**src/rtl/fc_pkg.sv**
```systemverilog
// fc_pkg: shared types, widths, state encoding and saturation helper
// for the fully-connected layer sequencer.
//   DATA_W / PROD_W : operand and full-product widths
//   data_t / prod_t : signed operand and product types
//   state_t, ST_*   : controller state encoding
//   clog2_min1      : address width helper that never returns zero
//   sat16           : clamp a wide signed value into the 16-bit range
package fc_pkg;

   localparam int DATA_W = 16;
   localparam int PROD_W = 32;

   typedef logic signed [DATA_W-1:0] data_t;
   typedef logic signed [PROD_W-1:0] prod_t;

   typedef logic [2:0] state_t;
   localparam state_t ST_IDLE    = 3'd0;
   localparam state_t ST_L1      = 3'd1;
   localparam state_t ST_L1_TAIL = 3'd2;
   localparam state_t ST_L2      = 3'd3;
   localparam state_t ST_L2_TAIL = 3'd4;
   localparam state_t ST_DONE    = 3'd5;

   // A one-entry buffer still needs a one-bit address port.
   function automatic int clog2_min1(input int n);
      return (n > 1) ? $clog2(n) : 1;
   endfunction

   function automatic data_t sat16(input logic signed [63:0] v);
      if (v > 64'sd32767)
         return 16'sh7fff;
      else if (v < -64'sd32768)
         return 16'sh8000;
      else
         return v[DATA_W-1:0];
   endfunction

endpackage

```
**src/rtl/fc_mac_sat.sv**
```systemverilog
// fc_mac_sat: registered signed multiply-accumulate shared by both layers.
//   clk, rst_n : clock, async active-low reset
//   clr        : zero the accumulator (wins over acc_en)
//   acc_en     : add a*b into the accumulator
//   a, b       : signed 16-bit operands
//   addend     : extra signed term folded into sat_sum only
//   sat_sum    : sat16(acc + a*b + addend), combinational
module fc_mac_sat
   import fc_pkg::*;
#(
   parameter int ACC_W = 40
) (
   input  logic              clk,
   input  logic              rst_n,
   input  logic              clr,
   input  logic              acc_en,
   input  logic [DATA_W-1:0] a,
   input  logic [DATA_W-1:0] b,
   input  logic [DATA_W-1:0] addend,
   output logic [DATA_W-1:0] sat_sum
);

   logic signed [ACC_W-1:0] acc;
   logic signed [ACC_W-1:0] sum;
   prod_t                   prod;

   assign prod    = PROD_W'(signed'(a)) * PROD_W'(signed'(b));
   assign sum     = acc + ACC_W'(prod) + ACC_W'(signed'(addend));
   assign sat_sum = sat16(64'(sum));

   always_ff @(posedge clk or negedge rst_n) begin
      if (!rst_n)
         acc <= '0;
      else if (clr)
         acc <= '0;
      else if (acc_en)
         acc <= acc + ACC_W'(prod);
   end

endmodule

```
**src/rtl/fc_layer_seq.sv**
```systemverilog
// fc_layer_seq: sequences one shared MAC over IP_LAYER hidden neurons of
// NUM_INP inputs each, then over the dense output neuron.
//   clk, rst            : clock, async active-low reset
//   start, bias         : begin an evaluation (IDLE only), dense bias
//   busy, done          : not-IDLE flag, one-cycle result pulse
//   out_data            : saturated signed result, held until next done
//   in_rd_en/in_addr    : input+weight buffer read (addr = j*NUM_INP+i)
//   in_data, wt_data    : buffer read data, valid the cycle after in_rd_en
//   dw_rd_en/dw_addr    : dense-weight buffer read (addr = j)
//   dw_data             : dense weight, valid the cycle after dw_rd_en
//
// state    | meaning
// ---------+--------------------------------------------------------
// IDLE     | waiting for start
// L1       | issuing input/weight reads for hidden neuron j
// L1_TAIL  | fold last product, store saturated hidden[j]
// L2       | issuing dense-weight reads, accumulating hidden*dw
// L2_TAIL  | fold last product and bias, register out_data
// DONE     | done pulse, back to IDLE
module fc_layer_seq
   import fc_pkg::*;
#(
   parameter  int IP_LAYER = 8,
   parameter  int NUM_INP  = 8,
   parameter  int ACC_W    = 40,
   localparam int AW       = clog2_min1(IP_LAYER * NUM_INP),
   localparam int JW       = clog2_min1(IP_LAYER)
) (
   input  logic              clk,
   input  logic              rst,
   input  logic              start,
   input  logic [DATA_W-1:0] bias,
   output logic              busy,
   output logic              done,
   output logic [DATA_W-1:0] out_data,
   output logic              in_rd_en,
   output logic [AW-1:0]     in_addr,
   input  logic [DATA_W-1:0] in_data,
   input  logic [DATA_W-1:0] wt_data,
   output logic              dw_rd_en,
   output logic [JW-1:0]     dw_addr,
   input  logic [DATA_W-1:0] dw_data
);

   localparam int IW = clog2_min1(NUM_INP);
   localparam logic [JW-1:0] J_LAST   = JW'(IP_LAYER - 1);
   localparam logic [IW-1:0] I_RELOAD = IW'(NUM_INP - 1);

   state_t            state;
   logic [JW-1:0]     j;
   logic [JW-1:0]     hid_idx;
   logic [IW-1:0]     i_cnt;
   logic [AW-1:0]     addr_q;
   logic              rd_vld;
   logic [DATA_W-1:0] bias_q;
   logic [DATA_W-1:0] hidden [IP_LAYER];

   logic              layer2;
   logic              mac_clr;
   logic              mac_en;
   logic [DATA_W-1:0] mac_a;
   logic [DATA_W-1:0] mac_b;
   logic [DATA_W-1:0] mac_add;
   logic [DATA_W-1:0] mac_sat;

   assign busy     = (state != ST_IDLE);
   assign in_rd_en = (state == ST_L1);
   assign dw_rd_en = (state == ST_L2);
   assign in_addr  = addr_q;
   assign dw_addr  = j;

   // Operand select follows the layer; read data lags its strobe by one
   // cycle, so rd_vld gates accumulation and the tails fold the last one.
   assign layer2  = (state == ST_L2) || (state == ST_L2_TAIL);
   assign mac_a   = layer2 ? dw_data : in_data;
   assign mac_b   = layer2 ? hidden[hid_idx] : wt_data;
   assign mac_add = (state == ST_L2_TAIL) ? bias_q : '0;
   assign mac_en  = rd_vld && ((state == ST_L1) || (state == ST_L2));
   assign mac_clr = ((state == ST_IDLE) && start) ||
                    (state == ST_L1_TAIL) || (state == ST_L2_TAIL);

   fc_mac_sat #(.ACC_W(ACC_W)) u_mac (
      .clk    (clk),
      .rst_n  (rst),
      .clr    (mac_clr),
      .acc_en (mac_en),
      .a      (mac_a),
      .b      (mac_b),
      .addend (mac_add),
      .sat_sum(mac_sat)
   );

   always_ff @(posedge clk or negedge rst) begin
      if (!rst) begin
         state    <= ST_IDLE;
         j        <= '0;
         hid_idx  <= '0;
         i_cnt    <= '0;
         addr_q   <= '0;
         rd_vld   <= 1'b0;
         bias_q   <= '0;
         done     <= 1'b0;
         out_data <= '0;
         for (int k = 0; k < IP_LAYER; k++)
            hidden[k] <= '0;
      end else begin
         done   <= 1'b0;
         rd_vld <= in_rd_en | dw_rd_en;
         case (state)
            ST_IDLE: begin
               if (start) begin
                  bias_q <= bias;
                  j      <= '0;
                  i_cnt  <= I_RELOAD;
                  addr_q <= '0;
                  state  <= ST_L1;
               end
            end
            ST_L1: begin
               addr_q <= addr_q + AW'(1);
               if (i_cnt == '0)
                  state <= ST_L1_TAIL;
               else
                  i_cnt <= i_cnt - IW'(1);
            end
            ST_L1_TAIL: begin
               hidden[j] <= mac_sat;
               if (j == J_LAST) begin
                  j     <= '0;
                  state <= ST_L2;
               end else begin
                  j     <= j + JW'(1);
                  i_cnt <= I_RELOAD;
                  state <= ST_L1;
               end
            end
            ST_L2: begin
               hid_idx <= j;
               if (j == J_LAST) begin
                  j     <= '0;
                  state <= ST_L2_TAIL;
               end else begin
                  j <= j + JW'(1);
               end
            end
            ST_L2_TAIL: begin
               out_data <= mac_sat;
               done     <= 1'b1;
               state    <= ST_DONE;
            end
            ST_DONE: state <= ST_IDLE;
            default: state <= ST_IDLE;
         endcase
      end
   end

endmodule

```
**config.mk**
```make
export PLATFORM = sky130hd
export DESIGN_NAME = fc_layer_seq
export DESIGN_NICKNAME = d
export VERILOG_FILES = /design/src/rtl/fc_pkg.sv /design/src/rtl/fc_mac_sat.sv /design/src/rtl/fc_layer_seq.sv
export SDC_FILE = /design/constraint.sdc
export NUM_CORES = 1
export LEC_CHECK = 0
export ABC_AREA = 1
export CORE_AREA = 4 4 333 335
export CTS_BUF_LIST = sky130_fd_sc_hd__clkbuf_8 sky130_fd_sc_hd__clkbuf_16
export DETAILED_ROUTE_END_ITERATION = 16
export DIE_AREA = 0 0 337 339
export PLACE_DENSITY = 0.46
export SYNTH_ARGS = -nofsm -noshare
export SYNTH_HDL_FRONTEND = slang
export SYNTH_HIERARCHICAL = 1
export SYNTH_SLANG_ARGS = --single-unit
```
**constraint.sdc**
```tcl
create_clock -name clk -period 13.4 [get_ports clk]
set_input_delay 2.68 -clock clk [delete_from_list [all_inputs] [get_ports clk]]
set_output_delay 2.68 -clock clk [all_outputs]
set_load 0.005 [all_outputs]
```
=== Word-level counts from Yosys, hierarchy flattened ===
Cells that the tools add are included.

* Divide/modulo/power cells: 0
* Equal/unequal tests: 10
* Reductions and logical operators: 20
* Muxes and demuxes: 28
* Add/subtract/negate cells: 5
* Bitwise operators: 3
* Multiply operators: 1
* Order comparisons: 5
* Shift-type cells: 0

{| class="wikitable"
|+ Operator list
! operator !! count
|-
| 128-bit bitwise mux || 1
|-
| 16-bit 2-to-1 mux || 8
|-
| 40-bit 2-to-1 mux || 2
|-
| 16-bit binary-select mux with 3-bit select || 1
|-
| 16-bit demux with 3-bit select || 1
|-
| 40-bit by 16-bit adder with 40-bit output || 1
|-
| 40-bit by 32-bit adder with 40-bit output || 1
|-
| 40-bit by 16-bit > comparator with 1-bit output (second input constant) || 1
|-
| 40-bit by 16-bit less-than comparator with 1-bit output (second input constant) || 1
|-
| 16-bit by 16-bit multiplier with 32-bit output || 1
|-
| 3-bit 2-to-1 mux || 8
|-
| 3-bit case mux with 5 select lines || 1
|-
| 6-bit case mux with 2 select lines || 1
|-
| 3-bit case mux with 3 select lines || 1
|-
| 4-bit >= comparator (second input constant) || 2
|-
| 3-bit NOT with 4-bit output || 2
|-
| 6-bit by 1-bit adder with 6-bit output (second input constant) || 1
|-
| 3-bit by 2-bit equality test with 1-bit output (second input constant) || 2
|-
| 3-bit equality test (second input constant) || 2
|-
| 3-bit zero test || 2
|-
| 6-bit 2-to-1 mux || 1
|-
| 2-bit inequality test (second input constant) || 3
|-
| 3-bit case mux with 2 select lines || 1
|-
| 2-bit AND reduction || 3
|-
| other kinds (15) || 24
|}

* Logic and storage cells: 90
* Bits of input ports: 67
* Memories: 0
* Flip-flop bits (word level): 220
* Bits in latches: 0
* Memory bits (writable): 0
* Bits in read-only memories: 0

=== Logic depth before layout (Yosys ltp) ===
* Depth after elaboration: 12
* Depth in mapped cells: 63
* Gate-level depth less buffers: 59

=== Hierarchy ===
Netlist, hierarchy kept.

{| class="wikitable"
|+ By module, submodules not included
! module !! area each (um2) !! cells an instance !! seq. area each (um2) !! instances
|-
| fc_mac_sat || 17808.3 || 2448 || 1001.0 || 1
|-
| fc_layer_seq || 8966.1 || 1159 || 4504.3 || 1
|}

=== Worst setup path before layout ===
No wires, ideal clock.

* Kind: input port to flip-flop
* Start: in dw_data[15]
* End: reg out_data[13]
* Stages: 46
* Setup slack: 2.884 ns
* Arrival time: 10.433 ns
* Setup time: 0.083 ns
* Required time: 13.317 ns
* Cell sequence: nand2_1 -> nand2_1 -> clkbuf_1 -> nand2_1 -> fa_1 -> inv_1 -> fa_1 -> fa_1 -> fa_1 -> fa_1 -> inv_1 -> fa_1 -> inv_1 -> ha_1 -> a21oi_1 -> o21ai_0 -> a21oi_1 -> nand2_1 -> [10 not listed] -> nor2_1 -> nand2_1 -> nor2_1 -> nand3_1 -> nand3_1 -> nand2_1 -> nand2_1 -> inv_1 -> nand2_1 -> nand3_1 -> nor2_1 -> nand4_1 -> nand2_2 -> buf_6 -> nand2_1 -> nand2_1 -> inv_1 -> o21ai_0

* Word-level cells in the longest chain between the ends: 7
* Elaborated cells on any way between the ends: 8

{| class="wikitable"
|+ Ends and longest elaborated chain
! element !! RTL line !! source
|-
| start, declared || fc_layer_seq.sv:42 || <nowiki>input logic [DATA_W-1:0] dw_data</nowiki>
|-
| 16-bit 2-to-1 mux * || fc_layer_seq.sv:75 || <nowiki>assign mac_a = layer2 ? dw_data : in_data;</nowiki>
|-
| via mac_a[15] || fc_layer_seq.sv:61 || <nowiki>logic [DATA_W-1:0] mac_a;</nowiki>
|-
| 16-bit by 16-bit multiplier with 32-bit output * || fc_mac_sat.sv:27 || <nowiki>assign prod = PROD_W'(signed'(a)) * PROD_W'(signed'(b));</nowiki>
|-
| 40-bit by 32-bit adder with 40-bit output * || fc_mac_sat.sv:28 || <nowiki>assign sum = acc + ACC_W'(prod) + ACC_W'(signed'(addend));</nowiki>
|-
| 40-bit by 16-bit adder with 40-bit output * || fc_mac_sat.sv:28 ||
|-
| 40-bit by 16-bit less-than comparator with 1-bit output || fc_pkg.sv:32 || <nowiki>else if (v < -64'sd32768)</nowiki>
|-
| 16-bit 2-to-1 mux || fc_pkg.sv:32 ||
|-
| 16-bit 2-to-1 mux * || fc_pkg.sv:30 || <nowiki>if (v > 64'sd32767)</nowiki>
|-
| via mac_sat[13] || fc_layer_seq.sv:64 || <nowiki>logic [DATA_W-1:0] mac_sat;</nowiki>
|-
| end signal, assigned || fc_layer_seq.sv:147 || <nowiki>out_data <= mac_sat;</nowiki>
|-
| end, declared || fc_layer_seq.sv:35 || <nowiki>output logic [DATA_W-1:0] out_data,</nowiki>
|}

Mark *: on every way through the listed nets, which the timed path passes. The rest lies on a longest branch.
A chain may end at the register's enable or synchronous reset.

=== Final worst setup path ===
* Start: in wt_data[1]
* End: reg out_data[13]

* Word-level cells in the longest chain between the ends: 7
* Elaborated cells on any way between the ends: 8

{| class="wikitable"
|+ Ends and longest elaborated chain
! element !! RTL line !! source
|-
| start, declared || fc_layer_seq.sv:39 || <nowiki>input logic [DATA_W-1:0] wt_data,</nowiki>
|-
| 16-bit 2-to-1 mux * || fc_layer_seq.sv:76 || <nowiki>assign mac_b = layer2 ? hidden[hid_idx] : wt_data;</nowiki>
|-
| via mac_b[1] || fc_layer_seq.sv:62 || <nowiki>logic [DATA_W-1:0] mac_b;</nowiki>
|-
| 16-bit by 16-bit multiplier with 32-bit output * || fc_mac_sat.sv:27 ||
|-
| 40-bit by 32-bit adder with 40-bit output * || fc_mac_sat.sv:28 ||
|-
| 40-bit by 16-bit adder with 40-bit output * || fc_mac_sat.sv:28 ||
|-
| 40-bit by 16-bit less-than comparator with 1-bit output || fc_pkg.sv:32 ||
|-
| 16-bit 2-to-1 mux || fc_pkg.sv:32 ||
|-
| 16-bit 2-to-1 mux * || fc_pkg.sv:30 ||
|-
| via mac_sat[13] || fc_layer_seq.sv:64 ||
|}

Marked as above.

==> summary.md <==
| Metric | Value |
|---|---|
| CP max stage cell | `fa_1` |
| Root Driver | `clkbuf_16` |
| # fillers | `12,000` |
| Slew headroom | `0.271` |
| Drt total wl | `83.3 mm` |
| Max-Cap Viols | `0` |
| Cts hold-fix bufs | `0` |
| Vias per inst | `4.29` |
| Postcts setup bufs | `0` |
| Min cycle time layout | `12.22 ns` |
| Synth unique cells | `52` |
| Largest delay share family, worst path | `adder cells` |
| RR Startpoint | `hid_idx[0]$_DFFE_PN0P_` |
| Area grow syn2layout | `12.3%` |
| Die width | `337 um` |
| CTS tree | `yes` |
| Worst skew pair latency | `0.60 ns` |
| Core area | `108,000 um2` |
| Most used cell, CP | `nand2_1` |
| Number of synthesized flops with an enable pin | `0` |
| Final antenna-violating net count | `0` |
| Critical path data required time | `13.91 ns` |
| Worst reg-to-reg path cell count | `44` |
| Crit Path Max Fanout | `15` |
| Worst path max stage delay | `0.74 ns` |
| Number of synthesized register bits | `220` |
| DR WL/cell | `16.4 um` |
| Initial antenna violation count | `4` |
| Ys Warns | `6` |
| Post-Syn Instances | `3,607` |
| Site row count | `121` |
| RePlAce Congestion | `0.870` |
| Reg2Reg Setup Slack | `1.66 ns` |
| Cell count of the worst hold path | `2` |
| Outcome | `finished, final reports clean` |
| Residual DRC | `0` |
| Global-route wire length before repair | `133 mm` |
| Synth Net Count | `4,166` |
| Die area | `114,000 um2` |
| IO Port Bufs | `95` |
| Post-Syn Area | `26,800 um2` |
| Worst path buffer plus inverter count | `8` |
| CP Launch Type | `input port` |
| RSZ-0062 raised after global routing | `false` |
| Post-synthesis async set-or-reset flop share | `1.00` |
| Drt first pass iters | `7` |
| DPL Wire Length | `65.6 mm` |
| Hold EP | `i_cnt[1]$_DFFE_PN0P_` |
| Syn avg cell area | `7.42 um2` |
| Crit. End Element | `flip-flop` |
| Nets | `4,194` |
| Slew Limit Fails | `0` |
| Final Cycle Share | `0.912` |
| Io pins | `96` |
| Ant. Diodes | `0` |
| Hold_sp | `i_cnt[1]$_DFFE_PN0P_` |
| Worst EP arrival | `12.74 ns` |
| Fmax | `81.8 MHz` |
| Vias in the first global route | `22,600` |
| Initial Utilization | `0.248` |
| Setup-failing EPs final | `0` |
| Initial DRC Count | `1,418` |
| Clk buf depth | `3` |
| Post-CTS sizing | `0` |
| Setup TNS | `0 ns` |
| Clock buffer count from CTS | `28` |
| H-tree Lvls | `1` |
| Tot GR Track Use | `0.148` |
| Min-delay worst type | `flip-flop to flip-flop` |
| Die Height | `339 um` |
| Gr ovfl total | `0` |
| Largest net degree at the start of global routing | `105` |
| Critical path class | `input port to flip-flop` |
| RR Endpoint | `out_data[13]$_DFFE_PN0P_` |
| Clk sinks | `220` |
| Final clock skew | `0.0631 ns` |
| Via count | `21,800` |
| Main flop type after synthesis | `dfrtp_1` |
| Layout cell share with drive strength beyond 1 | `0.0498` |
| Worst slew pin tran | `1.09 ns` |
| Worst-path clk slew | `0.06 ns` |
| Hold Vio Cnt, Final | `0` |
| Sequential area share after synthesis | `0.206` |
cells in the mapped netlist (32+ instances only):
library cell	count	area [um2]
nand2_1	1108	4160
inv_1	813	3050
fa_1	331	6630
dfrtp_1	220	5510
nand3_1	176	881
ha_1	161	2010
nor2_1	156	586
o21ai_1	102	510
clkbuf_1	84	315
o21ai_0	75	375
a21oi_1	66	330
xor2_1	40	350
buf_2	36	180
o21ai_2	32	280
placed cells by master (no fill, tap or decap), drive strengths merged, types with 2 or more instances in the layout:
master            n
nand2b            2
dfrtp           220
xnor2            16
o21bai            7
buf              36
a21boi            3
nand3b            8
nand4            18
and3              2
nand2          1128
nor2            173
or2               4
nor4              2
a21oi            68
nand3           187
clkdlybuf4s50    94
ha              161
o22ai             3
a21o              9
nor3              9
o211ai            2
clkinv            5
inv             833
a31oi             9
clkbuf           35
and2              3
a22o             29
xor2             40
fa              331
o21ai           209
worst min-delay path: cells and delay by family (launching register included):
family,cells,cell delay (ns)
flip-flops,1,0.34
AND/OR/NAND/NOR,2,0.10
per-stage QoR:
step	util	cell area [um2]	instances	setup WS [ns]	hold WS [ns]
finish	0.278	30100	5069	1.18	0.479
global route	0.278	30100	5069	0.375	0.495
CTS	0.278	30100	5069	1.17	0.482
detailed placement	0.270	29200	5019	0.590	0.468
global placement	0.270	29200	5019	0.576	0.461
floorplan	-	26800	3607	2.88	0.442
how the worst max path moves through the flow:
stage	startpoint	endpoint	slack [ns]	depth (start not counted)
after global routing	wt_data[1]	out_data[2]$_DFFE_PN0P_	0.38	39
after detailed placement	wt_data[1]	out_data[12]$_DFFE_PN0P_	0.59	39
final	wt_data[1]	out_data[13]$_DFFE_PN0P_	1.18	39
after CTS	wt_data[1]	out_data[13]$_DFFE_PN0P_	1.17	39
after global placement	wt_data[1]	out_data[13]$_DFFE_PN0P_	0.58	39
after floorplan	dw_data[15]	out_data[13]$_DFFE_PN0P_	2.88	46
metal layers:
metal  track usage  up-vias  wire length, um  share of wire
met1         0.218    10500            40900           0.49
met4        0.0232        2             1110          0.013
li1              -    10800                -              -
met3        0.0180       72             4050          0.049
met5             0        -               12        0.00014
met2         0.236      403            37200           0.45
state kept, by name, summed over array words and instances (netlist names), 3 cells and up:
signal     count
hid_idx        3
state          3
in_addr        6
dw_addr        3
out_data      16
i_cnt          3
u_mac/acc     40
bias_q        16
hidden       128
final cells by class:
class	instances	area (um2)	area share
flip-flops and latches	220	5510	0.183
well taps	1414	1770	0.0588
clock inverters	15	121	0.00404
repair buffers	130	1220	0.0405
clock buffers	35	797	0.0265
multi-input cells	2430	17600	0.584
inverters	825	3100	0.103
logic make-up after synthesis:
group           synth area share
simple gates               0.238
flops                      0.206
fa+ha+maj                  0.323
compound gates            0.0762
xor+xnor                  0.0183
buf+inv                    0.139
Power is not shown: default switching activity piles up to over one toggle a cycle in this logic, so the estimate is an artifact.
